File: src/rtl/hall_pkg.sv
// rtl/hall_pkg.sv - shared Hall code table, fault codes and index helpers
package hall_pkg;

  // CW order, index 0 in the low slice: 101, 100, 110, 010, 011, 001
  localparam logic [5:0][2:0] HALL_TABLE = {3'b001, 3'b011, 3'b010, 3'b110, 3'b100, 3'b101};
  localparam logic [2:0] IDX_LAST        = 3'd5;
  localparam logic [2:0] HALL_INVALID_LO = 3'b000;
  localparam logic [2:0] HALL_INVALID_HI = 3'b111;

  typedef enum logic [1:0] {
    FAULT_NONE = 2'b00,
    FAULT_ZERO = 2'b01,
    FAULT_ONES = 2'b10,
    FAULT_RSVD = 2'b11
  } fault_t;

  function automatic logic [2:0] hall_code(input logic [2:0] idx);
    logic [2:0] code;
    code = HALL_TABLE[0];
    if (idx <= IDX_LAST) code = HALL_TABLE[idx];
    return code;
  endfunction

  // mod-6 up/down step; dir=1 walks the table backwards
  function automatic logic [2:0] step_index(input logic [2:0] idx, input logic dir);
    logic [2:0] nxt;
    if (dir) nxt = (idx == 3'd0) ? IDX_LAST : idx - 3'd1;
    else     nxt = (idx >= IDX_LAST) ? 3'd0 : idx + 3'd1;
    return nxt;
  endfunction

endpackage

File: src/rtl/hall_step_timer.sv
// rtl/hall_step_timer.sv - per-step cycle counter with zero-period clamp
module hall_step_timer #(
  parameter int PERIOD_W = 16
) (
  input  logic                clock,
  input  logic                reset,
  input  logic                enable,
  input  logic [PERIOD_W-1:0] period,
  output logic                terminal
);

  logic [PERIOD_W-1:0] count;
  logic [PERIOD_W-1:0] eff_period;

  assign eff_period = (period == '0) ? PERIOD_W'(1) : period;
  // compared live so a shortened period fires on the very next edge
  assign terminal   = enable && (count >= eff_period - PERIOD_W'(1));

  always_ff @(posedge clock or posedge reset) begin
    if (reset) begin
      count <= '0;
    end else if (!enable || terminal) begin
      count <= '0;
    end else begin
      count <= count + PERIOD_W'(1);
    end
  end

endmodule

File: src/rtl/hall_sequence_generator.sv
// rtl/hall_sequence_generator.sv - 6-step Hall waveform generator with fault injection
module hall_sequence_generator
  import hall_pkg::*;
#(
  parameter int PERIOD_W = 16,
  parameter int STEP_W   = 16
) (
  input  logic                clock,
  input  logic                reset,
  input  logic                enable,
  input  logic                dir,
  input  logic [PERIOD_W-1:0] period,
  input  logic [1:0]          fault,
  output logic [2:0]          h,
  output logic                step_strobe,
  output logic [STEP_W-1:0]   step_count
);

  logic       terminal;
  logic [2:0] idx;
  logic [2:0] idx_next;

  hall_step_timer #(
    .PERIOD_W (PERIOD_W)
  ) u_timer (
    .clock    (clock),
    .reset    (reset),
    .enable   (enable),
    .period   (period),
    .terminal (terminal)
  );

  assign idx_next = terminal ? step_index(idx, dir) : idx;

  // h is driven from idx_next so the new code lands with step_strobe
  always_ff @(posedge clock or posedge reset) begin
    if (reset) begin
      idx         <= 3'd0;
      h           <= HALL_TABLE[0];
      step_strobe <= 1'b0;
      step_count  <= '0;
    end else begin
      idx         <= idx_next;
      step_strobe <= terminal;
      if (terminal) begin
        step_count <= dir ? step_count - STEP_W'(1) : step_count + STEP_W'(1);
      end
      case (fault_t'(fault))
        FAULT_ZERO: h <= HALL_INVALID_LO;
        FAULT_ONES: h <= HALL_INVALID_HI;
        default:    h <= hall_code(idx_next);
      endcase
    end
  end

endmodule
File: config.mk
export PLATFORM = sky130hd
export DESIGN_NAME = hall_sequence_generator
export DESIGN_NICKNAME = d
export VERILOG_FILES = /design/src/rtl/hall_pkg.sv /design/src/rtl/hall_step_timer.sv /design/src/rtl/hall_sequence_generator.sv
export SDC_FILE = /design/constraint.sdc
export NUM_CORES = 1
export LEC_CHECK = 0
export ABC_CLOCK_PERIOD_IN_PS = 3200
export CORE_ASPECT_RATIO = 0.8
export CORE_MARGIN = 1.5
export CORE_UTILIZATION = 33
export DETAILED_ROUTE_END_ITERATION = 16
export PLACE_DENSITY_LB_ADDON = 0.3
export SETUP_SLACK_MARGIN = 0.02
export SLEW_MARGIN = 25
export SYNTH_ARGS = -nofsm -noshare
export SYNTH_HDL_FRONTEND = slang
export SYNTH_SLANG_ARGS = --single-unit
File: constraint.sdc
create_clock -name clock -period 3.2 [get_ports clock]
set_input_delay 0.96 -clock clock [delete_from_list [all_inputs] [get_ports clock]]
set_output_delay 0.96 -clock clock [all_outputs]
set_load 0.005 [all_outputs]
==> metrics.md <==
| Metric | Value |
|---|---|
| Outcome | finished, violations left |
| Worst-path fanout max | 4 |
| First-pass GRT wire length | 11.9 mm |
| Vias in the first global route | 2571 |
| Critical path required time | 3.39 ns |
| 1st-pass router iterations | 4 |
| Placed Instances | 559 |
| CTS sink cnt | 39 |
| HP Class | register to register |
| Clock Latency Late Sink | 0.28 ns |
| Yosys warnings | 0 |
| GR Layer Usage met3 | 2.44% |
| Register bit total from synthesis | 39 |
| Flop-to-flop setup slack | 0.75 ns |
| WHS | 0.465 ns |
| Clock transition at path regs | 0.06 ns |
| Max Cap Viol | 0 |
| Routing usage on met2 | 23.8% |
| Area of the multi-input gates | 2110 um2 |
| Asr flop ratio synth | 100% |
| Post-Syn Nets | 403 |
| Filler cell count in the final layout | 845 |
| CTS tree | built |
| Slew Viols, Final | 0 |
| Post-route insts no fill | 572 |
| Rel. slew slack | 65.9% |
| Post-Route Skew | 0.00487 ns |
| DR WL/cell | 12.6 um |
| Site Rows | 31 |
| Via density per instance | 4.82 |
| Crit Path Category | input pin to register |
| Iter 0 DRT Violations | 92 |
| Register Area | 978 um2 |
| Most used DFF post-synth | dfrtp_1 |
| Worst setup margin | -1.26 ns |
| Crit Reg-Reg Endpoint | h[1] |
| Avg Synthesized Cell Area | 8.89 um2 |
| Clock buffer depth | 2 |
| Gate Count Post-Synth | 343 |
| Die width | 110 um |
| Grt met1 use | 20.4% |
| Leading cell type in the layout, fill and taps excluded | buf_4 |
| Post-layout min period | 4.46 ns |
| Worst-Margin Slew | 0.512 ns |
| Crit start category | input pin |
| Static Leak | 2.01 nW |
| Endpoint class of the critical path | register |
| Setup violators final | 39 |
| All-Layer GR Usage | 14.6% |
| Layout area overhead | 45.8% |
| Starting density of the core | 33.9% |
| Die area | 9830 um2 |
| Most frequent cells in the layout | 64 x buf_4, 43 x nor2_1, 37 x dfrtp_1, 37 x clkdlybuf4s50_1, 36 x ha_1 |
| Setup TNS Final | -38.43 ns |
| CP arrival | 4.66 ns |
| Die Y-Extent | 89.0 um |
| Drt drc | 0 |
| GRT Max-Usage Layer | met2 |
| Mapped cell area | 3050 um2 |
| RSZ-0062 raised after global routing | yes |
| Clock root cell | clkbuf_16 |
| Post-route ant nets | 0 |
| Initial antenna violation count | 0 |
| Yosys cell types | 52 |
| GP Congestion | 0.877 |
| Failing checks | negative setup slack |
| WHS Endpoint | step_count[15] |
| Max VDD drop | 0.211 mV |
| Fmax | 224 MHz |
| Layout cells sized above 1 | 25.6% |
| Hpwl dp | 5.46 mm |
| Final hold viol count | 0 |
| Overall power | 1.82 mW |
| Worst reg2reg path depth | 11 |
| Drt total wl | 7.21 mm |
| Final #Nets | 516 |
| HP Start | step_count[15] |
| Core Footprint | 9000 um2 |
| Port Buffers | 41 |
| WHS Path Cells | 1 |
| EDFF count, synth | 0 |
| Hold buffers post-CTS | 0 |
| Num CTS Buffers | 5 |
| Diode count | 0 |
| Sequential fraction of the synthesis area | 32.1% |
| Largest net degree at the start of global routing | 40 |
| Power Density | 410 nW/um2 |
| Remaining Overflow, GRT | 0 |
| Post-place setup slack | -1.96 ns |
| Final Cycle Share | 139% |
| Io pins | 42 |
| H-Tree Depth | 2 |
| Via count | 2758 |
| RR Startpoint | u_timer.count[2] |
state kept, by name (all words and copies together), names as in the netlist:
signal         flops
idx                3
u_timer.count     16
step_strobe        1
h                  3
step_count        16
layout make-up:
class                      count  area share, %
timing repair buffer         110           21.9
clock buffer                   7           3.43
multi-input combinational    278           47.4
clock inverter                 1          0.169
inverter                      22           1.91
sequential                    39           22.0
tap                          115           3.23
through the flow:
step                      instance area [um2]  utilization, %
after floorplan                          3120               -
after global placement                   4110            45.7
after detailed placement                 4110            45.7
after CTS                                4350            48.4
after global routing                     4450            49.4
final                                    4450            49.4
layer usage:
metal,vias up,wire length [um]
li1,1444,-
met1,1275,3710
met2,30,3260
met3,9,160
met4,0,74
met5,-,0
worst max-delay path, cell delays in order:
cell	delay, ns
buf_6	0.09
or4_4	0.52
or3_4	0.40
nor4_4	0.28
a31oi_2	0.15
ha_2	0.23
nand2b_4	0.08
nand2b_4	0.15
nor3_2	0.05
xnor2_1	0.12
ha_1	0.29
nand4_1	0.11
nor2_1	0.15
nand2_1	0.11
a2bb2oi_4	0.19
inv_4	0.09
mux2i_2	0.22
a21bo_1	0.23
a221oi_2	0.22
power breakdown:
| part | switching (mW) | leakage [nW] | internal [mW] | total, mW |
|---|---|---|---|---|
| Sequential | 0.0466 | 0.513 | 0.545 | 0.592 |
| Combinational | 0.313 | 1.42 | 0.387 | 0.700 |
| Clock | 0.199 | 0.0761 | 0.331 | 0.531 |
worst max path at each step:
stage,from,end,slack [ns],cells past startpoint
3_5_place_dp,period[10],h[1],-1.96,19
2_1_floorplan,period[10],h[1],-1.30,18
3_3_place_gp,period[10],h[1],-1.81,19
4_1_cts,period[8],h[1],-1.25,19
5_1_grt,period[8],h[1],-1.44,18
6_report,period[8],h[1],-1.26,19
cell families (layout without fill, tap and decap cells):
family	Yosys count	after routing	share of synthesized area (%)
multiplexers	4	4	1.35
adder cells (fa/ha/maj)	38	38	15.8
AND/OR/NAND/NOR	117	117	18.9
flip-flops	39	39	32.1
XOR/XNOR	40	40	11.5
AO/OA/AOI/OAI	79	79	16.9
buffers and inverters	26	140	3.45
what timing repair did:
item,CTS,global route
cloned,0,1
gates resized for setup,29,14
setup buffers,5,2
endpoints found under the setup margin,39,39
pin swaps,16,11
synth_stat cells, drive strengths merged, types with 2 or more instances:
| cell | count | area share, % |
|---|---|---|
| a2bb2oi | 2 | 0.78 |
| nand3b | 2 | 0.49 |
| mux2i | 3 | 0.98 |
| nand2 | 20 | 2.5 |
| dfstp | 2 | 1.7 |
| nand3 | 9 | 1.5 |
| and3 | 5 | 1.0 |
| a21o | 5 | 1.2 |
| nor2b | 5 | 1.0 |
| and2 | 2 | 0.41 |
| o31ai | 2 | 0.49 |
| xnor2 | 28 | 8.0 |
| a31oi | 3 | 0.62 |
| a21oi | 31 | 5.2 |
| o21ai | 13 | 2.1 |
| nor4 | 4 | 1.3 |
| nand2b | 4 | 0.82 |
| o21a | 7 | 1.7 |
| a211oi | 4 | 1.1 |
| ha | 37 | 15 |
| nor2 | 46 | 5.7 |
| inv | 22 | 2.7 |
| dfrtp | 37 | 30 |
| clkbuf | 3 | 0.37 |
| a311oi | 3 | 0.86 |
| nand4 | 3 | 0.62 |
| or3 | 4 | 0.98 |
| xor2 | 12 | 3.4 |
| nor3 | 11 | 1.8 |
Note: power is estimated with default switching activity, not from simulation.
